### config.mk
export PLATFORM = sky130hd
export DESIGN_NAME = id_stage
export DESIGN_NICKNAME = d
export VERILOG_FILES = /design/src/rtl/id_stage.sv
export SDC_FILE = /design/constraint.sdc
export NUM_CORES = 1
export LEC_CHECK = 0
export BUFFER_PORTS_ARGS = -buffer_cell sky130_fd_sc_hd__buf_2
export CAP_MARGIN = 20
export CELL_PAD_IN_SITES_DETAIL_PLACEMENT = 0
export CELL_PAD_IN_SITES_GLOBAL_PLACEMENT = 1
export CORE_MARGIN = 2
export CORE_UTILIZATION = 45
export CTS_BUF_LIST = sky130_fd_sc_hd__clkbuf_8 sky130_fd_sc_hd__clkbuf_16
export CTS_CLUSTER_DIAMETER = 200
export DETAILED_ROUTE_END_ITERATION = 10
export PLACE_DENSITY_LB_ADDON = 0.1
export SYNTH_ARGS = -nofsm -noshare
export SYNTH_HDL_FRONTEND = slang
export SYNTH_SLANG_ARGS = --single-unit
### constraint.sdc
create_clock -name clk -period 3.5 [get_ports clk]
set_clock_uncertainty 0.1 [all_clocks]
set_input_delay 0.35 -clock clk [delete_from_list [all_inputs] [get_ports clk]]
set_output_delay 0.35 -clock clk [all_outputs]
set_load 0.01 [all_outputs]
### src/rtl/id_stage.sv
// Instruction decode stage: splits a 16-bit instruction into fields, reads two
// operands from a 16x16 register file with writeback forwarding, tracks pending
// register writes in a busy scoreboard, and registers a decode bundle for execute.
module id_stage #(
    parameter bit          SB_EN   = 1'b1,
    parameter logic [15:0] RF_INIT = 16'h0000
) (
    input  logic        clk,
    input  logic        rst,
    input  logic        in_valid,
    output logic        in_ready,
    input  logic [15:0] in_instr,
    input  logic        wb_en,
    input  logic [3:0]  wb_addr,
    input  logic [15:0] wb_data,
    output logic        out_valid,
    input  logic        out_ready,
    output logic [3:0]  out_opcode,
    output logic [3:0]  out_rd,
    output logic [15:0] out_rs1_val,
    output logic [15:0] out_rs2_val,
    output logic [15:0] out_imm,
    output logic        out_we,
    output logic        out_mem_rd,
    output logic        out_mem_wr,
    output logic        out_branch,
    output logic        out_jump,
    output logic        out_illegal,
    output logic        halted
);

    typedef struct packed {
        logic [3:0]  opcode;
        logic [3:0]  rd;
        logic [15:0] rs1_val;
        logic [15:0] rs2_val;
        logic [15:0] imm;
        logic        we;
        logic        mem_rd;
        logic        mem_wr;
        logic        branch;
        logic        jump;
        logic        illegal;
    } bundle_t;

    logic [15:0] rf_q [16];
    logic [15:0] rf_d [16];
    logic [15:0] busy_q, busy_d, busy_eff_s;
    logic        halted_q, halted_d;
    logic        out_valid_q, out_valid_d;
    bundle_t     bundle_q, bundle_d, dec_s;
    logic [3:0]  rs1_idx_s, rs2_idx_s;
    logic        dec_halt_s, stall_s, accept_s;

    // Field decode: destination, source indices, immediate and control flags
    always_comb begin
        dec_s         = '0;
        rs1_idx_s     = 4'd0;
        rs2_idx_s     = 4'd0;
        dec_halt_s    = 1'b0;
        dec_s.opcode  = in_instr[15:12];
        case (in_instr[15:12])
            4'h1, 4'h2, 4'h3, 4'h4, 4'h5, 4'h6: begin
                dec_s.rd = in_instr[11:8];
                dec_s.we = 1'b1;
                rs1_idx_s = in_instr[7:4];
                rs2_idx_s = in_instr[3:0];
            end
            4'h7: begin
                dec_s.rd  = in_instr[11:8];
                dec_s.we  = 1'b1;
                rs1_idx_s = in_instr[7:4];
                dec_s.imm = {{12{in_instr[3]}}, in_instr[3:0]};
            end
            4'h8: begin
                dec_s.rd  = in_instr[11:8];
                dec_s.we  = 1'b1;
                dec_s.imm = {{8{in_instr[7]}}, in_instr[7:0]};
            end
            4'h9: begin
                dec_s.rd     = in_instr[11:8];
                dec_s.we     = 1'b1;
                dec_s.mem_rd = 1'b1;
                rs1_idx_s    = in_instr[7:4];
                dec_s.imm    = {{12{in_instr[3]}}, in_instr[3:0]};
            end
            4'hA: begin
                dec_s.mem_wr = 1'b1;
                rs2_idx_s    = in_instr[11:8];
                rs1_idx_s    = in_instr[7:4];
                dec_s.imm    = {{12{in_instr[3]}}, in_instr[3:0]};
            end
            4'hB: begin
                dec_s.branch = 1'b1;
                rs1_idx_s    = in_instr[11:8];
                rs2_idx_s    = in_instr[7:4];
                dec_s.imm    = {{12{in_instr[3]}}, in_instr[3:0]};
            end
            4'hC: begin
                dec_s.jump = 1'b1;
                dec_s.imm  = {{4{in_instr[11]}}, in_instr[11:0]};
            end
            4'hD, 4'hE: begin
                dec_s.illegal = 1'b1;
            end
            4'hF: begin
                dec_halt_s = 1'b1;
            end
            default: begin
                dec_halt_s = 1'b0;
            end
        endcase
        // Index 0 is never written or marked busy, so unused sources read 0
        if (rs1_idx_s == 4'd0) begin
            dec_s.rs1_val = 16'h0000;
        end else if (wb_en && (wb_addr == rs1_idx_s)) begin
            dec_s.rs1_val = wb_data;
        end else begin
            dec_s.rs1_val = rf_q[rs1_idx_s];
        end
        if (rs2_idx_s == 4'd0) begin
            dec_s.rs2_val = 16'h0000;
        end else if (wb_en && (wb_addr == rs2_idx_s)) begin
            dec_s.rs2_val = wb_data;
        end else begin
            dec_s.rs2_val = rf_q[rs2_idx_s];
        end
    end

    // Hazard check against busy bits as they stand after this cycle's writeback
    always_comb begin
        busy_eff_s = busy_q;
        if (wb_en) begin
            busy_eff_s[wb_addr] = 1'b0;
        end else begin
            busy_eff_s = busy_q;
        end
        if (SB_EN == 1'b1) begin
            stall_s = busy_eff_s[rs1_idx_s] | busy_eff_s[rs2_idx_s] | busy_eff_s[dec_s.rd];
        end else begin
            stall_s = 1'b0;
        end
        in_ready = !halted_q && !stall_s && (!out_valid_q || out_ready);
        accept_s = in_valid && in_ready;
    end

    // Next-state for register file, scoreboard, halt flag and output bundle
    always_comb begin
        rf_d = rf_q;
        if (wb_en && (wb_addr != 4'd0)) begin
            rf_d[wb_addr] = wb_data;
        end else begin
            rf_d = rf_q;
        end
        rf_d[0] = 16'h0000;

        busy_d = busy_eff_s;
        if (accept_s && dec_s.we && (SB_EN == 1'b1)) begin
            busy_d[dec_s.rd] = 1'b1;
        end else begin
            busy_d = busy_eff_s;
        end
        busy_d[0] = 1'b0;

        halted_d = halted_q | (accept_s & dec_halt_s);

        if (accept_s) begin
            bundle_d    = dec_s;
            out_valid_d = 1'b1;
        end else if (out_ready) begin
            bundle_d    = bundle_q;
            out_valid_d = 1'b0;
        end else begin
            bundle_d    = bundle_q;
            out_valid_d = out_valid_q;
        end
    end

    // State registers with synchronous reset
    always_ff @(posedge clk) begin
        if (rst) begin
            for (int i = 0; i < 16; i++) begin
                rf_q[i] <= (i == 0) ? 16'h0000 : RF_INIT;
            end
            busy_q      <= 16'h0000;
            halted_q    <= 1'b0;
            out_valid_q <= 1'b0;
            bundle_q    <= '0;
        end else begin
            rf_q        <= rf_d;
            busy_q      <= busy_d;
            halted_q    <= halted_d;
            out_valid_q <= out_valid_d;
            bundle_q    <= bundle_d;
        end
    end

    assign out_valid   = out_valid_q;
    assign halted      = halted_q;
    assign out_opcode  = bundle_q.opcode;
    assign out_rd      = bundle_q.rd;
    assign out_rs1_val = bundle_q.rs1_val;
    assign out_rs2_val = bundle_q.rs2_val;
    assign out_imm     = bundle_q.imm;
    assign out_we      = bundle_q.we;
    assign out_mem_rd  = bundle_q.mem_rd;
    assign out_mem_wr  = bundle_q.mem_wr;
    assign out_branch  = bundle_q.branch;
    assign out_jump    = bundle_q.jump;
    assign out_illegal = bundle_q.illegal;

endmodule

======== Yosys cells after proc, flatten, opt, wreduce, memory -nomap -nowiden ========
Cells that the tools add are included.
W data, S select, Z words.
storage, ports and cells
  register bits ........................... 336
  output and inout bits ................... 65
  word-level logic and storage cells ...... 129
cells by class
  order comparisons ....................... 10
  equality and inequality tests ........... 17
  muxes and demuxes ....................... 38
  bitwise operators ....................... 10
  reductions and logical operators ........ 23
operator list
  kind                  number
  $bwmux W256           1
  $mux W16              11
  $bmux W16 S4          2
  $demux W16 S4         1
  $pmux W16 S3          1
  $eq A4 B4 Y1 const B  8
  $lt A4 B5 Y1 const B  4
  $reduce_or A9 Y1      2
  $and A16 B16 Y16      1
  $eq A4 B3 Y1 const B  4
  $not A16 Y16          1
  $or A16 B16 Y16       1
  $ge A5 B5 Y1 const B  3
  $not A4 Y5            3
  $mux W1               14
  $bmux W1 S4           3
  $pmux W4 S3           1
  $logic_and A1 B1 Y1   10
  $demux W1 S4          2
  $eq A4 B2 Y1 const B  2
  $eq A4 B4 Y1          2
  $ge A4 B1 Y1 const B  2
  $logic_not A4 Y1      2
  $pmux W4 S2           1
  12 further kinds      16

======== Depth between registers and ports, before layout ========
Gate-level depths: netlist of run 1.
  word-level depth ........................ 17
  depth in mapped cells ................... 14
  depth with buffers taken out ............ 8

======== Worst setup path before layout of run 1 ========
No wires, ideal clock.
  path kind ............................... input to output
  start ................................... input port in_instr[12]
  end ..................................... output port in_ready
  arrival ................................. 2.443 ns
  setup slack ............................. 0.607 ns
  stages on the path ...................... 11
  cells stage by stage .................... buf_6 or3_1 buf_6 and3_4 buf_6 or3_1 o211ai_1 a21oi_1 o211ai_4 buf_2 nor2_1
on the way
  longest elaborated chain between the ends .. 10
RTL lines
  item                                                            line  RTL
  start, declared                                                 12    input logic [15:0] in_instr,
  $eq A4 B4 Y1 (tied with other cells)                            62    case (in_instr[15:12])
  $reduce_or A9 Y1 (no line) or $reduce_or A6 Y1 (tied branches)  n/a
  $pmux W4 S2 or $pmux W4 S3 (tied branches)                      62
  $bmux W1 S4                                                     139   stall_s = busy_eff_s[rs1_idx_s] | busy_eff_s[rs2_idx_s] | busy_eff_s[dec_s.rd];
  $mux W1 (not written as such)                                   139
  $or A1 B1 Y1                                                    139
  $or A1 B1 Y1 *                                                  139
  $logic_not A1 Y1 *                                              143   in_ready = !halted_q && !stall_s && (!out_valid_q || out_ready);
  $logic_and A1 B1 Y1 * (2 in series)                             143
  end, declared                                                   11    output logic in_ready,
Every way passes the cells marked *; elsewhere a longest branch is shown, timed or not. The select of a mux whose other input is x is not followed.

======== Worst setup path in the final report of run 1 ========
  start ................................... input port in_instr[0]
  end ..................................... output port in_ready
on the way
  longest elaborated chain between the ends .. 8
RTL lines
  item                               line
  $pmux W4 S3                        62
  $bmux W1 S4                        139
  $mux W1 (not written as such)      139
  $or A1 B1 Y1 (2 in series)         139
  $logic_not A1 Y1                   143
  $logic_and A1 B1 Y1 (2 in series)  143
Every way passes these cells. The select of a mux whose other input is x is not followed.

==> results.md, run 1 <==
* Crit-path max FO at 7
* Die height at 201 µm
* Initial DRT Pass Iterations at 5
* Initial Util at 0.454
* Clk buf depth at 3
* RSZ-0062 raised after global routing: no
* CORE AREA at 0.0385 mm²
* Arr. time, crit path at 2900 ps
* Layout net count at 2461
* CTS resizes at 0
* Setup TNS at 0 ps
* Synth warn at 0
* Root Buffer: clkbuf_16
* First-pass GRT wire length at 110000 µm
* Pin count of the biggest net entering global routing at 131
* Peak supply drop at 0.343 mV
* Static leakage at 7.00 nW
* Buffers on Ports at 105
* Cts bufs inserted at 37
* Crit path to: in_ready
* Critical Path Max Stage Delay at 530 ps
* Filler cells at 3798
* Total Routing Usage GR at 0.355
* Max-Cap Viols at 0
* Final hold violation count at 0
* DR vias at 18600
* CP Capture Type: primary output
* GR Overflow Total at 0
* Status: complete, no violations
* Unique masters post-synth at 84
* CTS tree: built
* Post-synthesis register bit count at 315
* Ratio of cells with drive above 1 in the final layout at 0.143
* Num rows at 72
* Relative slew slack at 0.233
* Vias in the first global route at 17200
* Final min period at 3350 ps
* Reg2Reg Depth at 9
* Synth top cells by count: 682 x nand2_1, 315 x dfxtp_1, 280 x a21oi_1, 160 x clkbuf_1, 160 x o21ai_0
* I/O pins at 106
* Cell mode on critical path: buf_2
* Clock transition at the registers of the reported paths at 60 ps
* Synthesized instance count at 2395
* Pre-CTS WS at 88.7 ps
* Die width at 201 µm
* Slew @ Worst Pin at 1150 ps
* Vias per cell at 6.28
* Drt wl/cell at 25.0 µm
* RR Startpoint: busy_q[12]
* Synthesis-to-layout area growth at 14.5%
* Crit path depth at 11
* Syn Nets at 2436
* Num Clock Sinks at 315
* Post-route DRC at 0
* Largest cells by area after synthesis: dfxtp_1 36%, nand2_1 15%, a21oi_1 8.0%
* ANT nets after route at 0
* Final setup viols at 0
* Worst Setup SP: in_instr[0]
* Crit path kind: input pin to primary output
* Crit Reg-Reg Endpoint: out_imm[7]
* Avg Synthesized Cell Area at 7.30 µm²
* Drt initial violations at 2085
* Worst-Skew Late Latency at 570 ps
* Slowest cell on crit path: dlygate4sd3_1
* Reg2reg setup slack at 1050 ps
* Worst EP required at 3050 ps
* GP Congestion at 0.928
* Pwr Density at 475 mW/mm²
* Most numerous cell in the Yosys netlist: nand2_1
* Seq/Total Area, Yosys at 0.361
* # H-tree levels at 2
* Cell Area, Synth at 0.0175 mm²
* Max Slew Vio Count at 0
* Crit path max-delay family: buffers and inverters
* HPWL after DPL at 45300 µm
* Critical path cell sequence: dlygate4sd3_1 -> buf_2 -> nor2b_1 -> and3_4 -> nor3_1 -> o21ai_0 -> buf_4 -> o211ai_1 -> a221o_1 -> nor2_1 -> buf_2
* Hold Path Class: input pin to flip-flop
* Cell taking the most area after synthesis: dfxtp_1
* Tcrit/Tclk final at 0.958
* Initial antenna violation count at 3
* Fmax at 0.298 GHz
* Startpoint type of the worst setup path: input pin
* Die area at 0.0404 mm²
* Yosys top cell area share at 0.361
* FFs w/ async S/R, synth at 0
* PnR worst setup slack at 146 ps
* Buf+Inv Stages, Crit Path at 4
* Ys flop type: dfxtp_1
* Total Wirelength at 74300 µm
* Post-synth EDFFs at 0
power by group:
part | switching, mW | internal, mW
logic | 1.13 | 0.532
clock network | 1.65 | 2.46
registers | 0.0578 | 3.67
total | 2.84 | 6.67
flip-flops by register name (all words and copies together) (netlist names):
register     cells
rf_q           240
out_rs1_val     16
out_rs2_val     16
busy_q          15
out_imm         12
out_opcode       4
out_rd           4
halted           1
out_branch       1
out_illegal      1
out_jump         1
out_mem_rd       1
out_mem_wr       1
out_valid        1
out_we           1
layer usage:
layer  wire length, µm  share of wire  up-vias  global-route usage
li1                  -              -     8537                   -
met1             30200           0.41     8958               0.464
met2             34000           0.46      955               0.566
met3              6320          0.085      173              0.0565
met4              3710          0.050        2               0.187
met5                11        0.00015        -                   0
per-stage QoR:
stage / cells / hold WS, ps / area (µm²) / utilization / power, mW
after floorplan: 2395 / 345 / 17500 / - / 4.76
after global placement: 2896 / 354 / 18700 / 0.486 / 5.42
after detailed placement: 2896 / 357 / 18700 / 0.486 / 5.43
after CTS: 2966 / 15.4 / 20000 / 0.520 / 9.52
after global routing: 2966 / 18.4 / 20000 / 0.520 / 9.79
final: 2968 / 30.9 / 20000 / 0.520 / 9.51
cell type report:
| class | instances | area (µm²) | area share |
|---|---|---|---|
| inverter | 18 | 67.6 | 0.00338 |
| timing repair buffer | 225 | 1630 | 0.0815 |
| clock buffer | 46 | 1070 | 0.0536 |
| sequential | 315 | 6310 | 0.315 |
| clock inverter | 21 | 208 | 0.0104 |
| antenna | 2 | 5.00 | 0.000250 |
| tap | 518 | 648 | 0.0324 |
| multi-input combinational | 1823 | 10100 | 0.503 |
kinds of logic (layout without fill, tap and decap cells):
logic type      Yosys count  after routing  share of synthesized area
compound gates          745            745                      0.272
mux                      89             89                     0.0544
simple gates            982            982                      0.245
xor+xnor                  7              7                    0.00351
buf+inv                 257            310                     0.0646
other cells               0              2                          0
flops                   315            315                      0.361
worst reg2reg max path: stages, from the launching register on:
cell	delay, ps
dfxtp_1	300
o21ai_0	140
buf_4	190
or3_1	310
o211ai_1	100
a21oi_1	140
o211ai_4	320
buf_4	380
nor2_4	160
a311oi_2	210
placed cells by master (no fill, tap or decap), types with 18 or more instances in the layout:
cell type	synthesis	final
nor2b_1	44	44
a21oi_1	280	280
nand3_1	101	101
nand2_1	682	680
dfxtp_1	315	315
o21ai_1	34	34
a31oi_1	36	36
o21ai_0	160	160
clkbuf_16	0	39
nor2_1	58	58
mux2i_1	68	68
a32oi_1	90	90
mux2_2	18	18
buf_4	13	102
buf_2	37	104
inv_1	18	25
worst min-delay path by stage:
stage | slack (ps) | end | from | cells past startpoint
6_report | 30 | out_imm[2] | in_instr[2] | 3
5_1_grt | 20 | out_imm[2] | in_instr[2] | 3
4_1_cts | 20 | out_imm[2] | in_instr[2] | 3
3_5_place_dp | 360 | rf_q[98] | rf_q[98] | 2
3_3_place_gp | 350 | rf_q[41] | rf_q[41] | 2
2_1_floorplan | 340 | rf_q[206] | rf_q[206] | 2
timing repair:
action	4_1_cts	5_1_grt
hold endpoints to repair	3	0
buffers inserted	0	0
hold buffers	3	0
endpoints found under the setup margin	0	0
Note: power is estimated with default switching activity, not from simulation.
==> inputs of run 2 (changes only) <==
--- a/config.mk
+++ b/config.mk
@@ -5,12 +5,13 @@
 export SDC_FILE = /design/constraint.sdc
 export NUM_CORES = 1
 export LEC_CHECK = 0
+export ABC_AREA = 1
 export BUFFER_PORTS_ARGS = -buffer_cell sky130_fd_sc_hd__buf_2
 export CAP_MARGIN = 20
 export CELL_PAD_IN_SITES_DETAIL_PLACEMENT = 0
 export CELL_PAD_IN_SITES_GLOBAL_PLACEMENT = 1
 export CORE_MARGIN = 2
-export CORE_UTILIZATION = 45
+export CORE_UTILIZATION = 44
 export CTS_BUF_LIST = sky130_fd_sc_hd__clkbuf_8 sky130_fd_sc_hd__clkbuf_16
 export CTS_CLUSTER_DIAMETER = 200
 export DETAILED_ROUTE_END_ITERATION = 10
==> results.md, run 2 <==
* Status: complete, no violations
* Total Wirelength at 73400 µm
* Vias in the first global route at 17200
* Vias per cell at 5.88
* Peak supply drop at 0.554 mV
* Synthesis-to-layout area growth at 13.4%
* CORE AREA at 0.0386 mm²
* Die width at 202 µm
* Unique masters post-synth at 35
* Max-Cap Viols at 0
* Pre-CTS WS at 306 ps
* Worst EP required at 3050 ps
* Ratio of cells with drive above 1 in the final layout at 0.108
* Synth top cells by count: 608 x nand2_1, 474 x nand3_1, 335 x o21ai_0, 331 x a21oi_1, 315 x dfxtp_1
* ANT nets after route at 0
* CTS tree: built
* Cts bufs inserted at 38
* Die area at 0.0406 mm²
* Initial antenna violation count at 1
* Post-CTS Setup Inserts at 0
* Final min period at 3170 ps
* PnR worst setup slack at 329 ps
* First-pass GRT wire length at 110000 µm
* HPWL after DPL at 46800 µm
* Post-synthesis register bit count at 315
* Setup TNS at 0 ps
* DR vias at 19100
* Yosys top cell area share at 0.367
* Max Slew Vio Count at 0
* Cell Area, Synth at 0.0172 mm²
* Commonest non-fill, non-tap cells in the layout: 605 x nand2_1, 474 x nand3_1, 335 x o21ai_0
* Arr. time, crit path at 2720 ps
* GP Congestion at 0.918
* Synthesized instance count at 2710
* Die height at 202 µm
* Slew @ Worst Pin at 863 ps
* Num rows at 72
* Reg2Reg Depth at 11
* Reg2reg setup slack at 1210 ps
* Max reg flops at 240
* Final hold violation count at 0
* Final setup viols at 0
* Startpoint type of the worst setup path: input pin
* I/O pins at 106
* Clk buf depth at 3
* Static leakage at 8.07 nW
* Synth warn at 0
* ANT cells at 0
* Drt initial violations at 2541
* Hold depth at 3
* Crit-path max FO at 16
* Layout net count at 2746
* Most common cell after layout, fill and taps aside: nand2_1
* Hold Path Class: input pin to flip-flop
* Post-route DRC at 0
* Relative slew slack at 0.424
* Tcrit/Tclk final at 0.906
* Fmax at 0.315 GHz
* RSZ-0062 raised after global routing: no
* Clock transition at the registers of the reported paths at 60 ps
* Pwr Density at 517 mW/mm²
* Total Routing Usage GR at 0.353
* Most flops, register: rf_q
* Syn Nets at 2751
* GR Overflow Total at 0
* Largest cells by area after synthesis: dfxtp_1 37%, nand3_1 14%, nand2_1 13%
* Crit path kind: input pin to primary output
* Post-synth EDFFs at 0
* Worst-Skew Late Latency at 560 ps
* Buffers on Ports at 105
* Pin count of the biggest net entering global routing at 110
* Avg Synthesized Cell Area at 6.33 µm²
* CP Capture Type: primary output
* Most numerous cell in the Yosys netlist: nand2_1
* Root Buffer: clkbuf_16
* Initial DRT Pass Iterations at 8
* Seq/Total Area, Yosys at 0.367
* Drt wl/cell at 22.6 µm
* # H-tree levels at 2
* Num Clock Sinks at 315
* Ys flop type: dfxtp_1
* FFs w/ async S/R, synth at 0
* Cell taking the most area after synthesis: dfxtp_1
* Initial Util at 0.445
## run 2: cell count changes in the layout (fill, tap and decap cells not counted), sizes merged, moves of 35 or more
cell   before  now
mux2i      68    0
o21ai     195  340
inv        26  221
a21oi     282  333
buf       222  178
nand3     102  477
nor2       63  138
nor2b      44    0
a31oi      37    2
a32oi      90    0
nand2     685  620
## run 2: kinds of logic (layout without fill, tap and decap cells)
group | count (synthesis) | in the layout | synth area share
AOI/OAI and AO/OA | 692 | 692 | 0.206
xor gates and xnor gates | 3 | 3 | 0.00153
buffers and inverters | 441 | 465 | 0.105
DFF | 315 | 315 | 0.367
and+or+nand+nor | 1259 | 1259 | 0.320
## run 2: through the flow
stage / hold WS, ps / util / power (mW) / area (µm²) / cells
5_1_grt: 37.2 / 0.505 / 10.4 / 19500 / 3252
2_1_floorplan: 330 / - / 5.11 / 17200 / 2710
3_3_place_gp: 349 / 0.470 / 5.93 / 18100 / 3179
6_report: 26.8 / 0.505 / 10.1 / 19500 / 3252
4_1_cts: 5.50 / 0.505 / 10.0 / 19500 / 3252
3_5_place_dp: 350 / 0.470 / 5.93 / 18100 / 3179
## run 2: path summary, 6_finish.rpt
kind           startpoint               to
max          in_instr[14]         in_ready
min          in_instr[14]    out_opcode[2]
max reg2reg     out_valid  out_rs2_val[10]
min reg2reg     rf_q[190]        rf_q[190]
## run 2: timing repair
item                                   in CTS  in global routing
resized for setup                           0                  0
hold buffers                                4                  0
endpoints found under the hold margin       4                  0
## run 2: worst max-delay path, stage by stage
cell	delay [ps]
buf_2	160
inv_2	50
nand2_1	120
nor2_1	420
nand2_1	100
o21ai_1	120
inv_2	60
nand2_4	180
inv_2	140
nand3_1	110
nand2_1	60
nand2_1	60
nand2_1	60
nor2_1	140
nand2_2	110
nor2_4	100
buf_4	220
buf_2	160
## run 2: layout make-up
cell class / count / area, µm²
inverters: 214 / 808
clock inverters: 13 / 85.1
repair buffers: 182 / 1290
clock buffers: 56 / 1210
multi-input cells: 1954 / 9110
fillers: 4041 / 19100
flip-flops and latches: 315 / 6310
well taps: 518 / 648
## run 2: report_power, final
| group | switching [mW] | internal [mW] | total [mW] |
|---|---|---|---|
| Clock | 1.68 | 2.45 | 4.14 |
| Sequential | 0.114 | 3.73 | 3.85 |
| Combinational | 1.47 | 0.597 | 2.07 |
## run 2: routing by layer
layer / global-route usage / routed length [µm] / share of wire / vias up
met1: 0.528 / 32800 / 0.45 / 8838
met2: 0.502 / 30100 / 0.41 / 1149
met5: 0 / 0 / 0 / -
met3: 0.0646 / 8270 / 0.11 / 130
li1: - / - / - / 9008
met4: 0.122 / 2180 / 0.030 / 0
